==> config.mk <==
export PLATFORM = sky130hd
export DESIGN_NAME = axi3_nport_bridge_flat
export DESIGN_NICKNAME = d
export VERILOG_FILES = /design/src/rtl/axi3_nport_bridge_pkg.sv /design/src/rtl/axi3_nport_bridge_if.sv /design/src/rtl/axi3_nport_bridge_rr_arbiter.sv /design/src/rtl/axi3_nport_bridge.sv /design/src/flat_wrapper.sv
export SDC_FILE = /design/constraint.sdc
export NUM_CORES = 1
export LEC_CHECK = 0
export ABC_CLOCK_PERIOD_IN_PS = 11000
export CAP_MARGIN = 25
export CORE_AREA = 2 2 186 188
export DETAILED_ROUTE_END_ITERATION = 16
export DIE_AREA = 0 0 188 190
export PLACE_DENSITY = 0.5
export REMOVE_ABC_BUFFERS = 1
export SLEW_MARGIN = 40
export SYNTH_ARGS = -nofsm -noshare
export SYNTH_HDL_FRONTEND = slang
export SYNTH_SLANG_ARGS = --single-unit
==> constraint.sdc <==
create_clock -name clock -period 11 [get_ports clock]
set_clock_uncertainty 0.1 [all_clocks]
set_input_delay 2.2 -clock clock [delete_from_list [all_inputs] [get_ports clock]]
set_output_delay 2.2 -clock clock [all_outputs]
set_load 0.01 [all_outputs]
==> src/rtl/axi3_nport_bridge_pkg.sv <==
// axi3_nport_bridge_pkg: AXI encodings and FSM state types shared by the bridge.
package axi3_nport_bridge_pkg;
  localparam logic [1:0] BURST_INCR = 2'b01;
  localparam logic [1:0] RESP_OKAY = 2'b00;
  localparam logic [1:0] RESP_SLVERR = 2'b10;
  typedef enum logic {AR_IDLE, AR_SEND} ar_state_t;
  typedef enum logic [1:0] {W_IDLE, W_AW, W_DATA, W_RESP} w_state_t;
endpackage

==> src/rtl/axi3_nport_bridge_if.sv <==
// axi3_nport_bridge_if: AXI3 master bus and client-side request/response bundles.
interface axi3_if #(
  parameter int ADDR_W = 32,
  parameter int DATA_W = 32,
  parameter int ID_W = 4,
  parameter int LEN_W = 8
);
  logic [ID_W-1:0] arid, rid, awid, wid, bid;
  logic [ADDR_W-1:0] araddr, awaddr;
  logic [LEN_W-1:0] arlen, awlen;
  logic [2:0] arsize, awsize, arprot, awprot;
  logic [1:0] arburst, awburst, arlock, awlock, rresp, bresp;
  logic [3:0] arcache, awcache;
  logic [DATA_W-1:0] rdata, wdata;
  logic [DATA_W/8-1:0] wstrb;
  logic arvalid, arready, rvalid, rready, rlast;
  logic awvalid, awready, wvalid, wready, wlast, bvalid, bready;
  modport master (
    output arid, araddr, arlen, arsize, arburst, arlock, arcache, arprot, arvalid, rready,
    output awid, awaddr, awlen, awsize, awburst, awlock, awcache, awprot, awvalid,
    output wid, wdata, wstrb, wlast, wvalid, bready,
    input arready, rid, rdata, rresp, rlast, rvalid, awready, wready, bid, bresp, bvalid
  );
  modport slave (
    input arid, araddr, arlen, arsize, arburst, arlock, arcache, arprot, arvalid, rready,
    input awid, awaddr, awlen, awsize, awburst, awlock, awcache, awprot, awvalid,
    input wid, wdata, wstrb, wlast, wvalid, bready,
    output arready, rid, rdata, rresp, rlast, rvalid, awready, wready, bid, bresp, bvalid
  );
endinterface

interface nport_client_if #(
  parameter int N_RD = 3,
  parameter int ADDR_W = 32,
  parameter int DATA_W = 32,
  parameter int LEN_W = 8
);
  logic [N_RD-1:0] rd_req_valid, rd_req_ready, rd_resp_valid, rd_resp_ready;
  logic [N_RD*ADDR_W-1:0] rd_req_addr;
  logic [N_RD*LEN_W-1:0] rd_req_len;
  logic [N_RD*3-1:0] rd_req_size;
  logic [DATA_W-1:0] rd_resp_data, wr_data;
  logic rd_resp_last;
  logic wr_req_valid, wr_req_ready, wr_data_valid, wr_data_ready, wr_done;
  logic [ADDR_W-1:0] wr_req_addr;
  logic [LEN_W-1:0] wr_req_len;
  logic [2:0] wr_req_size;
  logic [DATA_W/8-1:0] wr_strb;
  logic [1:0] wr_resp;
  modport master (
    output rd_req_valid, rd_req_addr, rd_req_len, rd_req_size, rd_resp_ready,
    output wr_req_valid, wr_req_addr, wr_req_len, wr_req_size, wr_data_valid, wr_data, wr_strb,
    input rd_req_ready, rd_resp_valid, rd_resp_data, rd_resp_last,
    input wr_req_ready, wr_data_ready, wr_done, wr_resp
  );
  modport slave (
    input rd_req_valid, rd_req_addr, rd_req_len, rd_req_size, rd_resp_ready,
    input wr_req_valid, wr_req_addr, wr_req_len, wr_req_size, wr_data_valid, wr_data, wr_strb,
    output rd_req_ready, rd_resp_valid, rd_resp_data, rd_resp_last,
    output wr_req_ready, wr_data_ready, wr_done, wr_resp
  );
endinterface

==> src/rtl/axi3_nport_bridge_rr_arbiter.sv <==
// rr_arbiter: one-hot grant to the first request at or after ptr, wrapping.
module rr_arbiter #(
  parameter int N = 3,
  parameter int PW = 2
) (
  input  logic [N-1:0]  req,
  input  logic [PW-1:0] ptr,
  output logic [N-1:0]  grant
);
  logic found;
  always_comb begin
    grant = '0;
    found = 1'b0;
    for (int i = 0; i < N; i++) begin
      if (!found && req[i] && i >= int'(ptr)) begin
        grant[i] = 1'b1;
        found = 1'b1;
      end
    end
    for (int i = 0; i < N; i++) begin
      if (!found && req[i]) begin
        grant[i] = 1'b1;
        found = 1'b1;
      end
    end
  end
endmodule

==> src/rtl/axi3_nport_bridge.sv <==
// axi3_nport_bridge: N read clients plus one write client onto one AXI3 master port.
module axi3_nport_bridge
  import axi3_nport_bridge_pkg::*;
#(
  parameter int N_RD = 3,
  parameter int ADDR_W = 32,
  parameter int DATA_W = 32,
  parameter int ID_W = 4,
  parameter int WR_ID = 0,
  parameter int LEN_W = 8
) (
  input logic clock,
  input logic reset,
  nport_client_if.slave cl,
  axi3_if.master axi
);
  localparam int PW = N_RD > 1 ? $clog2(N_RD) : 1;
  ar_state_t ar_state, ar_next;
  w_state_t w_state, w_next;
  logic [N_RD-1:0] busy, grant, hit, clr;
  logic [PW-1:0] ptr, ptr_n;
  logic [ID_W-1:0] gid, ar_id;
  logic [ADDR_W-1:0] g_addr, ar_addr, aw_addr;
  logic [LEN_W-1:0] g_len, ar_len, aw_len, cnt;
  logic [2:0] g_size, ar_size, aw_size;
  logic take, w_beat;

  rr_arbiter #(.N(N_RD), .PW(PW)) u_arb (
    .req(cl.rd_req_valid & ~busy),
    .ptr(ptr),
    .grant(grant)
  );

  always_comb begin
    gid = '0;
    ptr_n = '0;
    g_addr = '0;
    g_len = '0;
    g_size = '0;
    hit = '0;
    for (int i = 0; i < N_RD; i++) begin
      hit[i] = axi.rid == ID_W'(i);
      if (grant[i]) begin
        gid = ID_W'(i);
        ptr_n = i == N_RD - 1 ? '0 : PW'(i + 1);
        g_addr = cl.rd_req_addr[i*ADDR_W +: ADDR_W];
        g_len = cl.rd_req_len[i*LEN_W +: LEN_W];
        g_size = cl.rd_req_size[i*3 +: 3];
      end
    end
  end

  assign take = ar_state == AR_IDLE && |grant && !reset;
  assign cl.rd_req_ready = take ? grant : '0;
  always_comb ar_next = ar_state == AR_IDLE ? (|grant ? AR_SEND : AR_IDLE)
                                            : (axi.arready ? AR_IDLE : AR_SEND);

  // Unknown rids are acknowledged so a stray beat cannot wedge the R channel.
  assign cl.rd_resp_valid = axi.rvalid && !reset ? hit : '0;
  assign axi.rready = |hit ? |(hit & cl.rd_resp_ready) : 1'b1;
  assign clr = axi.rvalid && axi.rready && axi.rlast ? hit : '0;
  assign cl.rd_resp_data = axi.rdata[DATA_W-1:0];
  assign cl.rd_resp_last = axi.rlast;

  always_ff @(posedge clock) begin
    if (reset) begin
      ar_state <= AR_IDLE;
      busy <= '0;
      ptr <= '0;
    end else begin
      ar_state <= ar_next;
      busy <= (busy & ~clr) | (take ? grant : '0);
      if (take) begin
        ptr <= ptr_n;
        ar_id <= gid;
        ar_addr <= g_addr;
        ar_len <= g_len;
        ar_size <= g_size;
      end
    end
  end

  assign axi.arvalid = ar_state == AR_SEND;
  assign axi.arid = ar_id;
  assign axi.araddr = ar_addr;
  assign axi.arlen = ar_len;
  assign axi.arsize = ar_size;
  assign axi.arburst = BURST_INCR;
  assign axi.arlock = '0;
  assign axi.arcache = '0;
  assign axi.arprot = '0;

  assign w_beat = axi.wvalid && axi.wready;
  assign cl.wr_req_ready = w_state == W_IDLE && cl.wr_req_valid && !reset;
  always_comb w_next = w_state == W_IDLE ? (cl.wr_req_valid ? W_AW : W_IDLE)
                     : w_state == W_AW   ? (axi.awready ? W_DATA : W_AW)
                     : w_state == W_DATA ? (w_beat && axi.wlast ? W_RESP : W_DATA)
                     : (axi.bvalid ? W_IDLE : W_RESP);

  always_ff @(posedge clock) begin
    if (reset) begin
      w_state <= W_IDLE;
    end else begin
      w_state <= w_next;
      if (cl.wr_req_ready) begin
        aw_addr <= cl.wr_req_addr;
        aw_len <= cl.wr_req_len;
        aw_size <= cl.wr_req_size;
        cnt <= '0;
      end else if (w_beat) begin
        cnt <= cnt + 1'b1;
      end
    end
  end

  assign axi.awvalid = w_state == W_AW;
  assign axi.awid = ID_W'(WR_ID);
  assign axi.awaddr = aw_addr;
  assign axi.awlen = aw_len;
  assign axi.awsize = aw_size;
  assign axi.awburst = BURST_INCR;
  assign axi.awlock = '0;
  assign axi.awcache = '0;
  assign axi.awprot = '0;
  assign axi.wvalid = w_state == W_DATA && cl.wr_data_valid;
  assign cl.wr_data_ready = w_state == W_DATA && axi.wready;
  assign axi.wid = ID_W'(WR_ID);
  assign axi.wdata = cl.wr_data;
  assign axi.wstrb = cl.wr_strb;
  assign axi.wlast = cnt == aw_len;
  assign axi.bready = w_state == W_RESP;
  assign cl.wr_done = axi.bready && axi.bvalid;
  assign cl.wr_resp = cl.wr_done ? axi.bresp : RESP_OKAY;
endmodule

==> src/flat_wrapper.sv <==
// flat-port wrapper written by rule: the top's interface ports become plain ports
module axi3_nport_bridge_flat import axi3_nport_bridge_pkg::*;
#(
  parameter int N_RD = 3,
  parameter int ADDR_W = 32,
  parameter int DATA_W = 32,
  parameter int ID_W = 4,
  parameter int WR_ID = 0,
  parameter int LEN_W = 8
)
  (clock, reset, cl_rd_req_valid, cl_rd_req_addr, cl_rd_req_len, cl_rd_req_size, cl_rd_resp_ready, cl_wr_req_valid, cl_wr_req_addr, cl_wr_req_len, cl_wr_req_size, cl_wr_data_valid, cl_wr_data, cl_wr_strb, cl_rd_req_ready, cl_rd_resp_valid, cl_rd_resp_data, cl_rd_resp_last, cl_wr_req_ready, cl_wr_data_ready, cl_wr_done, cl_wr_resp, axi_arid, axi_araddr, axi_arlen, axi_arsize, axi_arburst, axi_arlock, axi_arcache, axi_arprot, axi_arvalid, axi_rready, axi_awid, axi_awaddr, axi_awlen, axi_awsize, axi_awburst, axi_awlock, axi_awcache, axi_awprot, axi_awvalid, axi_wid, axi_wdata, axi_wstrb, axi_wlast, axi_wvalid, axi_bready, axi_arready, axi_rid, axi_rdata, axi_rresp, axi_rlast, axi_rvalid, axi_awready, axi_wready, axi_bid, axi_bresp, axi_bvalid);
  nport_client_if #(.N_RD(N_RD), .ADDR_W(ADDR_W), .DATA_W(DATA_W), .LEN_W(LEN_W)) cl_i ();
  axi3_if #(.ADDR_W(ADDR_W), .DATA_W(DATA_W), .ID_W(ID_W), .LEN_W(LEN_W)) axi_i ();
  input logic clock;
  input logic reset;
  input wire logic [$bits(cl_i.rd_req_valid)-1:0] cl_rd_req_valid;
  input wire logic [$bits(cl_i.rd_req_addr)-1:0] cl_rd_req_addr;
  input wire logic [$bits(cl_i.rd_req_len)-1:0] cl_rd_req_len;
  input wire logic [$bits(cl_i.rd_req_size)-1:0] cl_rd_req_size;
  input wire logic [$bits(cl_i.rd_resp_ready)-1:0] cl_rd_resp_ready;
  input wire logic [$bits(cl_i.wr_req_valid)-1:0] cl_wr_req_valid;
  input wire logic [$bits(cl_i.wr_req_addr)-1:0] cl_wr_req_addr;
  input wire logic [$bits(cl_i.wr_req_len)-1:0] cl_wr_req_len;
  input wire logic [$bits(cl_i.wr_req_size)-1:0] cl_wr_req_size;
  input wire logic [$bits(cl_i.wr_data_valid)-1:0] cl_wr_data_valid;
  input wire logic [$bits(cl_i.wr_data)-1:0] cl_wr_data;
  input wire logic [$bits(cl_i.wr_strb)-1:0] cl_wr_strb;
  output wire logic [$bits(cl_i.rd_req_ready)-1:0] cl_rd_req_ready;
  output wire logic [$bits(cl_i.rd_resp_valid)-1:0] cl_rd_resp_valid;
  output wire logic [$bits(cl_i.rd_resp_data)-1:0] cl_rd_resp_data;
  output wire logic [$bits(cl_i.rd_resp_last)-1:0] cl_rd_resp_last;
  output wire logic [$bits(cl_i.wr_req_ready)-1:0] cl_wr_req_ready;
  output wire logic [$bits(cl_i.wr_data_ready)-1:0] cl_wr_data_ready;
  output wire logic [$bits(cl_i.wr_done)-1:0] cl_wr_done;
  output wire logic [$bits(cl_i.wr_resp)-1:0] cl_wr_resp;
  output wire logic [$bits(axi_i.arid)-1:0] axi_arid;
  output wire logic [$bits(axi_i.araddr)-1:0] axi_araddr;
  output wire logic [$bits(axi_i.arlen)-1:0] axi_arlen;
  output wire logic [$bits(axi_i.arsize)-1:0] axi_arsize;
  output wire logic [$bits(axi_i.arburst)-1:0] axi_arburst;
  output wire logic [$bits(axi_i.arlock)-1:0] axi_arlock;
  output wire logic [$bits(axi_i.arcache)-1:0] axi_arcache;
  output wire logic [$bits(axi_i.arprot)-1:0] axi_arprot;
  output wire logic [$bits(axi_i.arvalid)-1:0] axi_arvalid;
  output wire logic [$bits(axi_i.rready)-1:0] axi_rready;
  output wire logic [$bits(axi_i.awid)-1:0] axi_awid;
  output wire logic [$bits(axi_i.awaddr)-1:0] axi_awaddr;
  output wire logic [$bits(axi_i.awlen)-1:0] axi_awlen;
  output wire logic [$bits(axi_i.awsize)-1:0] axi_awsize;
  output wire logic [$bits(axi_i.awburst)-1:0] axi_awburst;
  output wire logic [$bits(axi_i.awlock)-1:0] axi_awlock;
  output wire logic [$bits(axi_i.awcache)-1:0] axi_awcache;
  output wire logic [$bits(axi_i.awprot)-1:0] axi_awprot;
  output wire logic [$bits(axi_i.awvalid)-1:0] axi_awvalid;
  output wire logic [$bits(axi_i.wid)-1:0] axi_wid;
  output wire logic [$bits(axi_i.wdata)-1:0] axi_wdata;
  output wire logic [$bits(axi_i.wstrb)-1:0] axi_wstrb;
  output wire logic [$bits(axi_i.wlast)-1:0] axi_wlast;
  output wire logic [$bits(axi_i.wvalid)-1:0] axi_wvalid;
  output wire logic [$bits(axi_i.bready)-1:0] axi_bready;
  input wire logic [$bits(axi_i.arready)-1:0] axi_arready;
  input wire logic [$bits(axi_i.rid)-1:0] axi_rid;
  input wire logic [$bits(axi_i.rdata)-1:0] axi_rdata;
  input wire logic [$bits(axi_i.rresp)-1:0] axi_rresp;
  input wire logic [$bits(axi_i.rlast)-1:0] axi_rlast;
  input wire logic [$bits(axi_i.rvalid)-1:0] axi_rvalid;
  input wire logic [$bits(axi_i.awready)-1:0] axi_awready;
  input wire logic [$bits(axi_i.wready)-1:0] axi_wready;
  input wire logic [$bits(axi_i.bid)-1:0] axi_bid;
  input wire logic [$bits(axi_i.bresp)-1:0] axi_bresp;
  input wire logic [$bits(axi_i.bvalid)-1:0] axi_bvalid;
  assign cl_i.rd_req_valid = cl_rd_req_valid;
  assign cl_i.rd_req_addr = cl_rd_req_addr;
  assign cl_i.rd_req_len = cl_rd_req_len;
  assign cl_i.rd_req_size = cl_rd_req_size;
  assign cl_i.rd_resp_ready = cl_rd_resp_ready;
  assign cl_i.wr_req_valid = cl_wr_req_valid;
  assign cl_i.wr_req_addr = cl_wr_req_addr;
  assign cl_i.wr_req_len = cl_wr_req_len;
  assign cl_i.wr_req_size = cl_wr_req_size;
  assign cl_i.wr_data_valid = cl_wr_data_valid;
  assign cl_i.wr_data = cl_wr_data;
  assign cl_i.wr_strb = cl_wr_strb;
  assign cl_rd_req_ready = cl_i.rd_req_ready;
  assign cl_rd_resp_valid = cl_i.rd_resp_valid;
  assign cl_rd_resp_data = cl_i.rd_resp_data;
  assign cl_rd_resp_last = cl_i.rd_resp_last;
  assign cl_wr_req_ready = cl_i.wr_req_ready;
  assign cl_wr_data_ready = cl_i.wr_data_ready;
  assign cl_wr_done = cl_i.wr_done;
  assign cl_wr_resp = cl_i.wr_resp;
  assign axi_arid = axi_i.arid;
  assign axi_araddr = axi_i.araddr;
  assign axi_arlen = axi_i.arlen;
  assign axi_arsize = axi_i.arsize;
  assign axi_arburst = axi_i.arburst;
  assign axi_arlock = axi_i.arlock;
  assign axi_arcache = axi_i.arcache;
  assign axi_arprot = axi_i.arprot;
  assign axi_arvalid = axi_i.arvalid;
  assign axi_rready = axi_i.rready;
  assign axi_awid = axi_i.awid;
  assign axi_awaddr = axi_i.awaddr;
  assign axi_awlen = axi_i.awlen;
  assign axi_awsize = axi_i.awsize;
  assign axi_awburst = axi_i.awburst;
  assign axi_awlock = axi_i.awlock;
  assign axi_awcache = axi_i.awcache;
  assign axi_awprot = axi_i.awprot;
  assign axi_awvalid = axi_i.awvalid;
  assign axi_wid = axi_i.wid;
  assign axi_wdata = axi_i.wdata;
  assign axi_wstrb = axi_i.wstrb;
  assign axi_wlast = axi_i.wlast;
  assign axi_wvalid = axi_i.wvalid;
  assign axi_bready = axi_i.bready;
  assign axi_i.arready = axi_arready;
  assign axi_i.rid = axi_rid;
  assign axi_i.rdata = axi_rdata;
  assign axi_i.rresp = axi_rresp;
  assign axi_i.rlast = axi_rlast;
  assign axi_i.rvalid = axi_rvalid;
  assign axi_i.awready = axi_awready;
  assign axi_i.wready = axi_wready;
  assign axi_i.bid = axi_bid;
  assign axi_i.bresp = axi_bresp;
  assign axi_i.bvalid = axi_bvalid;
  axi3_nport_bridge #(.N_RD(N_RD), .ADDR_W(ADDR_W), .DATA_W(DATA_W), .ID_W(ID_W), .WR_ID(WR_ID), .LEN_W(LEN_W)) u_core (.clock(clock), .reset(reset), .cl(cl_i), .axi(axi_i));
endmodule
==> flow_metrics.env <==
export IMPL_num_rows=68
export IMPL_synth_top_area_share_pct=53.3
export IMPL_drc=0
export IMPL_fillers=3535
export IMPL_syn_inst=420
export IMPL_ant_nets=0
export IMPL_leakagePower_nw=3.08
export IMPL_synthArstFlopShare_pct=0
export IMPL_core_sq_um=33900
export IMPL_ctsHoldBuffers=0
export IMPL_routabilityCongestion=0.797
export IMPL_placedCellCount=1089
export IMPL_yosysWarnings=0
export IMPL_grt_max_degree=53
export IMPL_hold_path_class="flip-flop to flip-flop"
export IMPL_finalCritPeriodShare_pct=60.5
export IMPL_layout_nets=915
export IMPL_stdcell_count=1105
export IMPL_synth_edf_count=96
export IMPL_num_io_pins=474
export IMPL_hold_violations=0
export IMPL_synth_seq_cells=104
export IMPL_vias_per_cell=3.86
export IMPL_antenna_found_initial=0
export IMPL_cts_sinks=104
export IMPL_dieWidth_microns=188
export IMPL_drtIter0Drc=254
export IMPL_grt_pass1_wl_mm=36.1
export IMPL_yosysSeqAreaShare_pct=56.3
export IMPL_finalWorstPathRequiredPeriod_ns=6.66
export IMPL_ctsResizeCount=0
export IMPL_postPlaceCellArea_sq_um=8270
export IMPL_netlist_area_sq_um=5410
export IMPL_syn2layout_area_growth_pct=58.6
export IMPL_track_usage_pct=15.0
export IMPL_syn_area_per_cell_sq_um=12.9
export IMPL_synthFlopType="edfxtp_1"
export IMPL_cts_clk_slew_worst_paths_ns=0.07
export IMPL_synthTopCellsByArea="edfxtp_1, buf_4, a221o_1"
export IMPL_grt_pass1_vias=4230
export IMPL_cts_root_buffer="clkbuf_16"
export IMPL_startpoint="cl_wr_req_valid"
export IMPL_final_area_sq_um=8570
export IMPL_setup_viol=0
export IMPL_slew_viol_final=0
export IMPL_initial_core_util_pct=15.9
export IMPL_cts_tree="built"
export IMPL_hold_ws_ns=0.419
export IMPL_cp_end_kind="output pin"
export IMPL_relSlewSlack_pct=53.8
export IMPL_status="finished, final reports clean"
export IMPL_routed_wl_mm=27.6
export IMPL_clk_latency_ns=0.36
export IMPL_hpwlAfterDp_mm=22.3
export IMPL_crit_arrival_ns=4.36
export IMPL_wl_per_cell_microns=25.0
export IMPL_tightest_slew_ns=0.693
export IMPL_powerDensity_nw_per_um2=143
export IMPL_cp_start_kind="input pin"
export IMPL_fin_tns_setup_ns=0
export IMPL_synth_cell_types=46
export IMPL_r2r_start="u_core.ptr[0]$_SDFFE_PP0N_"
export IMPL_drive_above_1_share_pct=5.23
export IMPL_grt_overflow=0
export IMPL_max_freq_mhz=150
export IMPL_cp_max_fo=52
export IMPL_required_ns=8.70
export IMPL_max_vdd_ir_drop_v=0.0000666
export IMPL_die_h_microns=190
export IMPL_worstSetupPathType="input pin to output pin"
export IMPL_synth_area_leader_cell="edfxtp_1"
export IMPL_port_buffers=299
export IMPL_rsz0062_at_grt="false"
export IMPL_drt_pass1_iter_count=6
export IMPL_clock_path_buffers=2
export IMPL_post_cts_buffers=0
export IMPL_final_util_pct=25.3
export IMPL_cts_htree_levels=3
export IMPL_dieArea_sq_um=35700
export IMPL_holdCritStartpoint="u_core.busy[1]$_SDFF_PP0_"
export IMPL_antennaDiodeCount=0
export IMPL_cap_violations=0
export IMPL_numCtsBuffers=9
export IMPL_vias=4270
## cells by family after synthesis
| group | share of synthesized area [%] |
|---|---|
| compound gates | 11.4 |
| xor+xnor | 2.27 |
| fa+ha+maj | 0.231 |
| buf+inv | 17.1 |
| flops | 56.3 |
| other cells | 0.139 |
| simple gates | 12.7 |
## final cells by class
class                   count  area [sq um]  area share, %
flip-flops and latches    104          3040           35.5
clock inverters             6          45.0          0.525
inverters                   3          11.3          0.131
clock buffers               9           225           2.63
multi-input cells         222          1580           18.4
well taps                 455           569           6.64
repair buffers            306          3110           36.2
## synthesized netlist by cell type (2+ instances only)
| master | instances |
|---|---|
| buf_4 | 101 |
| edfxtp_1 | 96 |
| and3_1 | 50 |
| a221o_1 | 43 |
| nor2_1 | 14 |
| buf_6 | 10 |
| xnor2_1 | 9 |
| a21oi_1 | 8 |
| clkbuf_1 | 8 |
| dfxtp_1 | 8 |
| nand2b_1 | 6 |
| nand3_1 | 6 |
| and2_1 | 5 |
| nor2b_1 | 5 |
| xor2_1 | 5 |
| and3b_1 | 3 |
| inv_1 | 3 |
| nor3_1 | 3 |
| buf_2 | 2 |
| conb_1 | 2 |
| nand2_1 | 2 |
| nand3b_1 | 2 |
| nand4_1 | 2 |
| nor3b_1 | 2 |
| o21ai_0 | 2 |
| o31a_1 | 2 |
| or4_1 | 2 |
## registers in the layout, summed over array words and instances (netlist names)
name,cells
u_core.axi.araddr,32
u_core.ptr,2
u_core.axi.arsize,3
u_core.axi.arvalid,1
u_core.cnt,8
u_core.axi.awsize,3
u_core.axi.awlen,8
u_core.axi.awaddr,32
u_core.busy,3
u_core.axi.arid,2
u_core.axi.arlen,8
u_core.w_state,2
## report_power, final
| part | total (W) | internal [W] | switching [W] |
|---|---|---|---|
| Clock | 0.000317 | 0.000155 | 0.000163 |
| Sequential | 0.000521 | 0.000500 | 0.0000205 |
| Combinational | 0.000384 | 0.000209 | 0.000175 |
## cells in the final DEF, fill, tap and decap left out, types with 6 or more instances in the layout
cell / count
clkdlybuf4s50_1: 299
edfxtp_1: 96
and3_1: 50
a221o_1: 43
conb_1: 32
nor2_1: 13
xnor2_1: 9
clkbuf_16: 9
dfxtp_1: 8
a21oi_1: 7
nand3_1: 6
nand2b_1: 6
## path summary, 6_finish.rpt
kind | slack, ns | endpoint | cells past startpoint
worst max register to register | 8.27 | u_core.axi.araddr[15]$_DFFE_PP_ | 5
worst min-delay path | 0.42 | u_core.busy[1]$_SDFF_PP0_ | 2
worst max-delay path | 4.34 | cl_wr_req_ready | 6
worst min register to register | 0.42 | u_core.busy[1]$_SDFF_PP0_ | 2
## metrics by stage
step	setup slack, ns	total power [W]
floorplan	3.99	0.000687
global placement	3.90	0.000903
detailed placement	4.32	0.000915
CTS	4.32	0.00124
global route	4.21	0.00129
finish	4.34	0.00122
## worst max-delay path, cell delays in order
cell,delay [ns]
clkdlybuf4s50_1,0.46
nand2b_1,0.06
or2_2,0.32
nor2_4,0.08
buf_4,0.54
clkdlybuf4s50_1,0.66
## routing by layer
layer / GRT usage (%) / share of wire (%)
met1: 13.4 / 33
met4: 3.97 / 1.4
met5: 5.77 / 1.0
met3: 15.4 / 21
met2: 22.7 / 44
(Power assumes the default switching activity.)
